===== src/rtl/systolic_pkg.sv =====
// Shared types and defaults for the 3x3 output-stationary systolic sequencer.
//   state_t      : sequencer FSM states
//   DEF_*        : default array dimension, element width and MAC latency
//   FEED_LEN     : number of skewed feed cycles for the default dimension
//   elem()       : extract A[i][j] from a row-major packed matrix
package systolic_pkg;

    typedef enum logic [2:0] {IDLE, CLEAR, FEED, DRAIN, DONE} state_t;

    localparam int DEF_N       = 3;
    localparam int DEF_W       = 8;
    localparam int DEF_MAC_LAT = 1;
    localparam int FEED_LEN    = 3*DEF_N - 2;

    function automatic logic [DEF_W-1:0] elem(input logic [DEF_N*DEF_N*DEF_W-1:0] mat,
                                              input int i, input int j);
        return mat[(i*DEF_N + j)*DEF_W +: DEF_W];
    endfunction

endpackage


===== src/rtl/systolic_edge_feeder.sv =====
// Skewed edge generator for one side of the systolic array.
//   mat      : latched operand matrix, row-major, N*N*W
//   t        : feed cycle index
//   orient   : 0 = row feed (lane i gets M[i][t-i]), 1 = column feed (lane j gets M[t-j][j])
//   edge_vec : N lanes of W bits, lane l at [l*W +: W]; zero where t-l is out of range
module systolic_edge_feeder #(
    parameter int N  = 3,
    parameter int W  = 8,
    parameter int TW = 3
) (
    input  logic [N*N*W-1:0] mat,
    input  logic [TW-1:0]    t,
    input  logic             orient,
    output logic [N*W-1:0]   edge_vec
);

    for (genvar l = 0; l < N; l++) begin : g_lane
        logic [W-1:0] lane_val;

        always_comb begin
            int k;
            k        = int'(t) - l;
            lane_val = '0;
            if (k >= 0 && k < N)
                lane_val = orient ? mat[(k*N + l)*W +: W] : mat[(l*N + k)*W +: W];
        end

        assign edge_vec[l*W +: W] = lane_val;
    end

endmodule


===== src/rtl/systolic_seq_ctrl.sv =====
// Sequencer for an NxN output-stationary systolic MAC array.
// Latches A/B on start, clears the PEs, streams skewed A rows / B columns,
// waits for the array to drain, captures the result and pulses done.
//   clk, rst_n     : clock, asynchronous active-low reset
//   start          : operation request, honoured only in IDLE
//   a_mat, b_mat   : operand matrices, row-major packed
//   c_arr          : live accumulator values from the array
//   a_edge, b_edge : left / top edge feeds
//   mac_clr        : accumulator clear to all PEs
//   mac_en         : PE accumulate/shift enable
//   busy, done     : status; done is a one-cycle pulse
//   c_out          : captured result, held until next capture or reset
module systolic_seq_ctrl
    import systolic_pkg::*;
#(
    parameter int N       = DEF_N,
    parameter int W       = DEF_W,
    parameter int MAC_LAT = DEF_MAC_LAT
) (
    input  logic             clk,
    input  logic             rst_n,
    input  logic             start,
    input  logic [N*N*W-1:0] a_mat,
    input  logic [N*N*W-1:0] b_mat,
    input  logic [N*N*W-1:0] c_arr,
    output logic [N*W-1:0]   a_edge,
    output logic [N*W-1:0]   b_edge,
    output logic             mac_clr,
    output logic             mac_en,
    output logic             busy,
    output logic             done,
    output logic [N*N*W-1:0] c_out
);

    localparam int FLEN    = 3*N - 2;
    localparam int CNT_MAX = (FLEN > MAC_LAT) ? FLEN : MAC_LAT;
    localparam int TW      = (CNT_MAX > 1) ? $clog2(CNT_MAX) : 1;
    localparam logic [TW-1:0] FEED_LAST  = TW'(FLEN - 1);
    localparam logic [TW-1:0] DRAIN_LAST = TW'(MAC_LAT - 1);

    state_t             state, state_nx;
    logic [TW-1:0]      t, t_nx;
    logic [N*N*W-1:0]   a_q, b_q;
    logic [N*W-1:0]     a_feed, b_feed;
    logic               accept;
    logic               busy_nx, clr_nx, en_nx, done_nx;

    systolic_edge_feeder #(.N(N), .W(W), .TW(TW)) u_feed_a (
        .mat(a_q), .t(t), .orient(1'b0), .edge_vec(a_feed)
    );

    systolic_edge_feeder #(.N(N), .W(W), .TW(TW)) u_feed_b (
        .mat(b_q), .t(t), .orient(1'b1), .edge_vec(b_feed)
    );

    // t is shared: feed index in FEED, drain index in DRAIN.
    always_comb begin
        state_nx = state;
        t_nx     = t;
        accept   = 1'b0;
        case (state)
            IDLE:  if (start) begin
                       accept   = 1'b1;
                       state_nx = CLEAR;
                   end
            CLEAR: begin
                       state_nx = FEED;
                       t_nx     = '0;
                   end
            FEED:  if (t == FEED_LAST) begin
                       state_nx = DRAIN;
                       t_nx     = '0;
                   end else begin
                       t_nx = t + 1'b1;
                   end
            DRAIN: if (t == DRAIN_LAST) begin
                       state_nx = DONE;
                       t_nx     = '0;
                   end else begin
                       t_nx = t + 1'b1;
                   end
            DONE:  state_nx = IDLE;
            default: state_nx = IDLE;
        endcase

        // Outputs are registered copies of the current-state decode, so they
        // trail the state register by one cycle.
        busy_nx = accept || (state != IDLE);
        clr_nx  = (state == CLEAR);
        en_nx   = (state == FEED) || (state == DRAIN);
        done_nx = (state == DONE);
    end

    always_ff @(posedge clk or negedge rst_n) begin
        if (!rst_n) begin
            state <= IDLE;
            t     <= '0;
        end else begin
            state <= state_nx;
            t     <= t_nx;
        end
    end

    always_ff @(posedge clk or negedge rst_n) begin
        if (!rst_n) begin
            busy    <= 1'b0;
            done    <= 1'b0;
            mac_clr <= 1'b0;
            mac_en  <= 1'b0;
            a_edge  <= '0;
            b_edge  <= '0;
            c_out   <= '0;
            a_q     <= '0;
            b_q     <= '0;
        end else begin
            busy    <= busy_nx;
            done    <= done_nx;
            mac_clr <= clr_nx;
            mac_en  <= en_nx;
            a_edge  <= (state == FEED) ? a_feed : '0;
            b_edge  <= (state == FEED) ? b_feed : '0;
            if (accept) begin
                a_q <= a_mat;
                b_q <= b_mat;
            end
            // Sampled on the same edge that raises done: the last PE sum became
            // visible one cycle after the final drain enable was issued.
            if (state == DONE)
                c_out <= c_arr;
        end
    end

endmodule


===== config.mk =====
export PLATFORM = sky130hd
export DESIGN_NAME = systolic_seq_ctrl
export DESIGN_NICKNAME = d
export VERILOG_FILES = /design/src/rtl/systolic_pkg.sv /design/src/rtl/systolic_edge_feeder.sv /design/src/rtl/systolic_seq_ctrl.sv
export SDC_FILE = /design/constraint.sdc
export NUM_CORES = 1
export LEC_CHECK = 0
export ABC_AREA = 1
export ABC_CLOCK_PERIOD_IN_PS = 4200
export BUFFER_PORTS_ARGS = -buffer_cell sky130_fd_sc_hd__buf_2
export CORE_AREA = 2 2 193 195
export CTS_BUF_LIST = sky130_fd_sc_hd__clkbuf_2
export DETAILED_ROUTE_END_ITERATION = 10
export DIE_AREA = 0 0 195 197
export PLACE_DENSITY = 0.67
export SETUP_SLACK_MARGIN = 0.4
export SYNTH_ARGS = -nofsm -noshare
export SYNTH_HDL_FRONTEND = slang
export SYNTH_HIERARCHICAL = 1
export SYNTH_SLANG_ARGS = --single-unit

===== constraint.sdc =====
create_clock -name clk -period 4.2 [get_ports clk]
set_input_delay 0.42 -clock clk [delete_from_list [all_inputs] [get_ports clk]]
set_output_delay 0.42 -clock clk [all_outputs]
set_load 0.1 [all_outputs]

After elaboration in Yosys (flattened, before gate mapping)
Index checks and enable logic that the tools add are counted.
Operators by class
  $add $sub $neg: 7
  $mul: 3
  $lt $le $gt $ge: 6
  equality and inequality tests: 8
  shift operators: 6
  muxes and demuxes: 17
  reductions and logical operators: 10
Operators by type and width (number)
  $shiftx 72x32->8: 4
  $shiftx 72x7->8: 1
  $shiftx 72x9->8: 1
  $mux 24: 2
  $mux 8: 6
  $add 29x2->29 const B: 1
  $add 29x3->29 const B: 1
  $mux 3: 5
  $mul 4x3->7 const B: 2
  $pmux 3 s4: 1
  $pmux 3 s3: 1
  $ge 4x1->1 const B: 2
  $lt 4x3->1 const B: 2
  $eq 3x2->1 const B: 2
  $eq 3x3->1 const B: 2
  $logic_not 3->1: 2
  $ne 2x2->1 const B: 3
  $reduce_bool 3->1: 2
  $add 3x4->5 const A: 1
  $add 4x4->5 const A: 1
  $mul 3x2->5 const B: 1
  $sub 3x1->4 const B: 1
  $sub 3x2->4 const B: 1
  $add 3x1->3 const B: 1
  7 further kinds: 11
Word-level totals
  register bits after elaboration: 274
  input port bits: 219
  output and inout port bits: 124
  logic and storage cells: 68

Longest topological paths before layout
Gate-level depths: netlist (run 1).
  word-level depth: 6
  gate-level depth with buffers: 20
  gate-level depth less buffers: 17

Cells and area by module
Netlist (run 1), hierarchy kept.
By module, submodules not included
  systolic_seq_ctrl: times used 1, cells each 1110, area each 10697.8 um^2, sequential area each 6856.6 um^2
  systolic_edge_feeder at u_feed_a: times used 1, cells each 543, area each 2776.4 um^2, sequential area each 0.0 um^2
  systolic_edge_feeder at u_feed_b: times used 1, cells each 546, area each 2743.9 um^2, sequential area each 0.0 um^2

Least setup slack after synthesis (run 1)
OpenSTA, ideal clock, no wires.
  path type: reg2reg
  start: register t[1]
  end: register b_edge[10]
  data arrival time: 3351 ps
  required time: 4126 ps
  path slack: 775 ps
  stages on the path, launching flop included: 19
  path through: dfrtp_1 > buf_2 > inv_2 > clkbuf_1 > ha_1 > inv_2 > nand2_1 > nand2_2 > ha_1 > inv_1 > fa_1 > nand2_1 > o21ai_4 > nand2_4 > nor2_8 > nand2_1 > a21oi_1 > inv_1 > nor2_1
Between the ends
  word-level cells in the longest chain between the ends: 6
Ends and longest elaborated chain
  from (decl): line systolic_seq_ctrl.sv:42  | logic [TW-1:0] t, t_nx;
  from (signal assigned): line systolic_seq_ctrl.sv:100  | t <= t_nx;
  $sub 3x1->4 *: line systolic_edge_feeder.sv:22  | k = int'(t) - l;
  $mul 4x3->7
  $add 29x2->29
  $shiftx 72x32->8: line systolic_edge_feeder.sv:25  | lane_val = orient ? mat[(k*N + l)*W +: W] : mat[(l*N + k)*W +: W];
  $mux 8 *: line systolic_edge_feeder.sv:24  | if (k >= 0 && k < N)
  net b_feed[10]: line systolic_seq_ctrl.sv:44  | logic [N*W-1:0] a_feed, b_feed;
  $mux 24 *: line systolic_seq_ctrl.sv:121  | b_edge <= (state == FEED) ? b_feed : '0;
  to (signal assigned): line systolic_seq_ctrl.sv:121
  to (decl): line systolic_seq_ctrl.sv:27  | output logic [N*W-1:0] b_edge,
The timed path passes the listed nets; every way through them passes the cells marked *.
A chain may end at the register's enable or synchronous reset.

Worst setup path after layout (run 1)
  start: register t[2]
  end: register b_edge[21]
Between the ends
  word-level cells in the longest chain between the ends: 6
Ends and longest elaborated chain (line)
  $sub 3x2->4 *: systolic_edge_feeder.sv:22
  $mul 4x3->7
  $add 29x3->29
  $shiftx 72x32->8: systolic_edge_feeder.sv:25
  $mux 8 *: systolic_edge_feeder.sv:24
  net b_feed[21]: systolic_seq_ctrl.sv:44
  $mux 24 *: systolic_seq_ctrl.sv:121
Marked as above.

==> impl_metrics.env, run 1 <==
export IMPL_status="finished, final reports clean"
export IMPL_endpoint_kind="flop"
export IMPL_overflow=0
export IMPL_r2r_cells=12
export IMPL_yosysSeqAreaShare=0.423
export IMPL_place_ws_ns=0.960
export IMPL_track_usage=0.289
export IMPL_crit_start="t[2]"
export IMPL_ys_warn_count=6
export IMPL_r2r_end="b_edge[21]"
export IMPL_cts_setup_buffers=0
export IMPL_drive_above_1_share=0.216
export IMPL_syn_to_final_growth_pct=28.8
export IMPL_gr_usage_met2=0.453
export IMPL_drv_slew=0
export IMPL_wl_per_cell_um=17.1
export IMPL_top_usage_layer="met2"
export IMPL_worst_r2r_setup_slack_ns=0.89
export IMPL_endpoint="b_edge[21]"
export IMPL_cts_root_buf="clkbuf_2"
export IMPL_via_per_inst=5.10
export IMPL_final_setup_worst_slack_ns=0.895
export IMPL_critPathSlowestCell="a31oi_1"
export IMPL_synth_area_per_cell_um2=7.38
export IMPL_synth_most_common_cell="nand2_1"
export IMPL_cts_resized=0
export IMPL_dp_hpwl_um=37800
export IMPL_start_kind="flop"
export IMPL_grt_pass1_wl_um=88100
export IMPL_synth_cell_type_count=46
export IMPL_critical_path_top_delay_family="compound AO/OA/AOI/OAI gates"
export IMPL_grt_antenna_before_repair=5
export IMPL_cts_inserted_buffers=77
export IMPL_hp_class="input pin to async pin"
export IMPL_ant_nets=0
export IMPL_dieArea_um2=38400
export IMPL_grt_util_met3=0.0672
export IMPL_num_rows=70
export IMPL_nets=3008
export IMPL_syn_area_um2=16200
export IMPL_routed_wl_um=55900
export IMPL_fmax_mhz=303
export IMPL_path_max_fanout=14
export IMPL_gp_congestion=0.968
export IMPL_async_flop_share=1.00
export IMPL_fin_crit_sh=0.787
export IMPL_port_buffers=342
export IMPL_synth_edf_count=0
export IMPL_synth_area_leader_cell="dfrtp_1"
export IMPL_drtIter0Drc=1289
export IMPL_grt_pass1_vias=16400
export IMPL_drc=0
export IMPL_htree_levels=3
export IMPL_rsz0062_at_grt="false"
export IMPL_ys_ff_latch=274
export IMPL_coreArea_um2=36300
export IMPL_clk_pin_slew_ns=0.11
export IMPL_whs_ns=0.108
export IMPL_setup_viol=0
export IMPL_relSlewSlack=0.205
export IMPL_grt_start_max_net_pins=135
export IMPL_dr_pass1_iters=6
export IMPL_cts_buffer_depth=3
export IMPL_critPathKind="flop to flop"
export IMPL_synth_cells=2199
export IMPL_die_h_um=197
export IMPL_fp_dieW_um=195
export IMPL_cp_required_ns=5.01
export IMPL_fillCellCount=3309
export IMPL_worstMarginPinSlew_ns=1.19
export IMPL_clk_latency_ns=0.97
export IMPL_worstReg2RegStart="t[2]"
export IMPL_crit_cells=12
export IMPL_cts_tree="done"
export IMPL_hold_violations=0
export IMPL_arrival_ns=4.11
export IMPL_critPathMaxStageDelay_ns=0.68
export IMPL_synth_area_top_cells="dfrtp_1, nand2_1, inv_1"
export IMPL_path_common_cell="inv_1"
export IMPL_vias=16700
export IMPL_initial_core_util=0.447
export IMPL_synth_common_cells="nand2_1, inv_1, dfrtp_1"
export IMPL_synthFlopType="dfrtp_1"
export IMPL_ios=343
export IMPL_maxCapViolations=0
export IMPL_period_needed_ns=3.31
export IMPL_fin_skew_ns=0.0825
export IMPL_clkSinkCount=274
export IMPL_crit_buf_inv=3
export IMPL_synth_top_cell_area_share=0.423
export IMPL_crit_chain="inv_1 -> ha_1 -> xnor2_1 -> inv_1 -> ha_1 -> o21ai_1 -> nand3_1 -> a31oi_1 -> nand3_1 -> a21oi_1 -> inv_1 -> nor2_1"
export IMPL_grtUsageMet1=0.391
export IMPL_fin_setup_tns_ns=0
worst register-to-register path, stage by stage, from the launching register on:
cell	delay, ns
dfrtp_1	0.38
inv_1	0.31
ha_1	0.36
xnor2_1	0.29
inv_1	0.12
ha_1	0.19
o21ai_1	0.09
nand3_1	0.14
a31oi_1	0.68
nand3_1	0.29
a21oi_1	0.19
inv_1	0.06
nor2_1	0.10
kinds of logic after synthesis:
family,after synthesis,synth area share
flip-flops,274,0.423
other,2,0.000463
AO/OA/AOI/OAI,367,0.139
XOR/XNOR,6,0.00324
adder cells (fa/ha/maj),40,0.0313
buffers and inverters,468,0.128
AND/OR/NAND/NOR,1042,0.275
state kept, by name, indices dropped and copies added, names as in the netlist:
| name | count |
|---|---|
| a_edge | 24 |
| a_q | 72 |
| b_edge | 24 |
| b_q | 72 |
| busy | 1 |
| c_out | 72 |
| done | 1 |
| mac_clr | 1 |
| mac_en | 1 |
| state | 3 |
| t | 3 |
cell type report:
type | instances | area [um^2] | area share
inverter | 358 | 1360 | 0.0649
multi-input combinational | 1459 | 7300 | 0.349
timing repair buffer | 579 | 4100 | 0.196
clock buffer | 109 | 546 | 0.0261
sequential | 274 | 6860 | 0.328
tap | 468 | 586 | 0.0280
antenna | 7 | 17.5 | 0.000838
clock inverter | 19 | 138 | 0.00659
metal layers:
metal | routed length, um | vias up
li1 | - | 8045
met1 | 24200 | 7734
met4 | 1740 | 0
met5 | 0 | -
met3 | 4510 | 121
met2 | 25400 | 776
stage by stage:
stage,cell area (um^2),util,cells
floorplan,16200,-,2201
global placement,18000,0.497,2920
detailed placement,18000,0.497,2920
CTS,20900,0.576,3266
global route,20900,0.576,3273
finish,20900,0.576,3273
layout by cell type, fill, tap and decap left out, drive strengths merged, types with 2 or more instances in the layout:
cell | synthesis | final
clkinvlp | 0 | 2
nand2 | 643 | 643
nand3 | 255 | 255
a21oi | 73 | 73
buf | 78 | 361
o21ai | 262 | 262
diode | 0 | 7
or2 | 11 | 11
dlygate4sd3 | 0 | 218
nand3b | 15 | 15
nor2 | 107 | 107
clkbuf | 32 | 109
inv | 358 | 360
o21bai | 5 | 5
nand4 | 9 | 9
conb | 2 | 4
clkinv | 0 | 13
a31oi | 4 | 4
dfrtp | 274 | 274
o211ai | 16 | 16
ha | 39 | 39
o22ai | 4 | 4
bufinv | 0 | 2
a31o | 2 | 2
xor2 | 5 | 5
worst min path at each step:
stage,slack [ns],cells after the start,end,start
6_report,0.11,2,b_q[41],rst_n
5_1_grt,0.11,2,b_q[37],rst_n
4_1_cts,0.07,2,c_out[25],rst_n
3_5_place_dp,0.46,2,c_out[38],c_out[38]
3_3_place_gp,0.46,2,c_out[46],c_out[46]
2_1_floorplan,0.12,0,a_edge[0],rst_n
repair_timing:
| action | 4_1_cts | 5_1_grt |
|---|---|---|
| hold buffers | 218 | 0 |
| endpoints found under the setup margin | 0 | 0 |
| hold endpoints to repair | 330 | 0 |
Power of run 1 is left out: the tool's default activity adds up to more than one toggle a clock period on the data nets, which glitch-free logic cannot reach.
==> run 2: changes to the inputs <==
--- a/config.mk
+++ b/config.mk
@@ -6,7 +6,7 @@
 export NUM_CORES = 1
 export LEC_CHECK = 0
 export ABC_AREA = 1
-export ABC_CLOCK_PERIOD_IN_PS = 4200
+export ABC_CLOCK_PERIOD_IN_PS = 3200
 export BUFFER_PORTS_ARGS = -buffer_cell sky130_fd_sc_hd__buf_2
 export CORE_AREA = 2 2 193 195
 export CTS_BUF_LIST = sky130_fd_sc_hd__clkbuf_2
==> constraint.sdc (replaced) <==
create_clock -name clk -period 3.2 [get_ports clk]
set_input_delay 0.32 -clock clk [delete_from_list [all_inputs] [get_ports clk]]
set_output_delay 0.32 -clock clk [all_outputs]
set_load 0.1 [all_outputs]
==> run 2 against run 1 <==
Critical path depth up 3. Non-clock buffer count rose by 49. Global-route usage grew 3.1 points. Wire length up 11%. Sequential share of layout area shrank 0.85 points. Utilization grew 1.5 points. Register-to-register slack worse by 0.42 ns. Die area unchanged. First-iteration DRC count is 6.4% higher. Setup slack worse by 0.42 ns. Highest routed layer unchanged.
==> impl_metrics.env, run 2 (synthesized netlist as in run 1, its figures left out) <==
export IMPL_fin_skew_ns=0.0849
export IMPL_reg_largest_list="a_q x72, b_q x72, c_out x72"
export IMPL_placedCellCount=2931
export IMPL_final_seq_area_um2=6860
export IMPL_ios=343
export IMPL_clk_latency_ns=0.97
export IMPL_gp_congestion=1.01
export IMPL_grt_antenna_before_repair=2
export IMPL_clk_pin_slew_ns=0.12
export IMPL_cp_required_ns=4.00
export IMPL_fp_dieW_um=195
export IMPL_drtIter0Drc=1371
export IMPL_port_buffers=342
export IMPL_drive_above_1_share=0.227
export IMPL_vias=17000
export IMPL_track_usage=0.321
export IMPL_grt_pass1_vias=16800
export IMPL_worstMarginPinSlew_ns=1.16
export IMPL_clkSinkCount=274
export IMPL_dieArea_um2=38400
export IMPL_start_kind="flop"
export IMPL_overflow=0
export IMPL_maxCapViolations=0
export IMPL_fillCellCount=3270
export IMPL_whs_ns=0.114
export IMPL_final_cell_mix="nand2_1, inv_1, buf_2"
export IMPL_grt_pass1_wl_um=95400
export IMPL_nets=3058
export IMPL_initial_core_util=0.447
export IMPL_grt_start_max_net_pins=92
export IMPL_period_needed_ns=2.72
export IMPL_hold_violations=0
export IMPL_dr_pass1_iters=8
export IMPL_rsz0062_at_grt="true"
export IMPL_final_common_cell="nand2_1"
export IMPL_arrival_ns=3.52
export IMPL_num_rows=70
export IMPL_final_cells=3317
export IMPL_fin_crit_sh=0.851
export IMPL_die_h_um=197
export IMPL_endpoint_kind="flop"
export IMPL_status="finished, final reports clean"
export IMPL_hp_class="input pin to flop"
export IMPL_relSlewSlack=0.225
export IMPL_cts_tree="done"
export IMPL_critPathKind="flop to flop"
export IMPL_dp_hpwl_um=42500
export IMPL_fmax_mhz=367
export IMPL_htree_levels=3
export IMPL_coreArea_um2=36300
export IMPL_setup_viol=0
export IMPL_syn_to_final_growth_pct=32.3
export IMPL_wl_per_cell_um=18.6
export IMPL_path_max_fanout=13
export IMPL_cts_inserted_buffers=77
export IMPL_via_per_inst=5.14
export IMPL_routed_wl_um=61800
export IMPL_fin_setup_tns_ns=0
export IMPL_cts_buffer_depth=3
export IMPL_cts_root_buf="clkbuf_2"
export IMPL_drc=0
export IMPL_ant_nets=0
export IMPL_drv_slew=0
export IMPL_multiInputGateArea_um2=7430
[run 2: cell types whose count changed in the layout (fill, tap and decap cells not counted), moves of 3 or more]
cell / delta
nand2_4: +3
ha_1: -4
buf_4: +19
a21oi_2: +4
a21oi_1: -4
dlygate4sd3_1: +26
ha_4: +4
inv_1: -3
diode_2: -5
[run 2: critical path, stage by stage, from the launching register on]
cell and delay, ns:
dfrtp_1 0.41, inv_1 0.12, buf_4 0.22, nand2_1 0.11, nand2_4 0.12, ha_4 0.21, inv_1 0.07, fa_2 0.45
nand2_1 0.12, o21ai_4 0.09, buf_4 0.15, nand3_1 0.07, nand3_1 0.13, a21oi_2 0.16, inv_1 0.05, nor2_1 0.10
[run 2: area by class of cell]
class	count	area share
clock buffer	107	0.0250
tap	468	0.0273
multi-input combinational	1459	0.346
timing repair buffer	628	0.213
clock inverter	20	0.00426
antenna	2	0.000233
inverter	358	0.0637
timing repair inverter	1	0.000292
sequential	274	0.320
[run 2: per-layer routing]
| layer | track usage | wire, um | vias up |
|---|---|---|---|
| met2 | 0.493 | 27600 | 823 |
| li1 | - | - | 8140 |
| met3 | 0.0654 | 5170 | 102 |
| met1 | 0.453 | 27500 | 7975 |
| met5 | 0 | 0 | - |
| met4 | 0.105 | 1560 | 0 |
[run 2: timing repair]
item,in CTS,in global routing
setup buffers,4,7
hold endpoints to repair,494,0
endpoints found under the setup margin,16,32
cloned,1,0
resized for setup,3,20
pin swaps,1,4
hold buffers,245,0
[run 2: stage by stage]
stage / instance area [um^2] / setup slack (ns) / utilization
finish: 21500 / 0.477 / 0.592
global route: 21500 / 0.357 / 0.592
CTS: 21300 / 0.406 / 0.588
detailed placement: 18200 / 0.281 / 0.501
global placement: 18200 / 0.355 / 0.501
floorplan: 16300 / 0.398 / -
[run 2: worst paths after layout]
kind	from	end	slack, ns	cells after the start
worst max register to register	t[2]	b_edge[14]	0.48	15
worst max-delay path	t[2]	b_edge[14]	0.48	15
max in group asynchronous	rst_n	a_q[40]	2.19	4
worst min register to register	c_out[4]	c_out[4]	0.48	2
worst min-delay path	c_arr[33]	c_out[33]	0.11	4
min in group asynchronous	rst_n	b_q[19]	0.55	4
Power of run 2 is left out for the same reason.
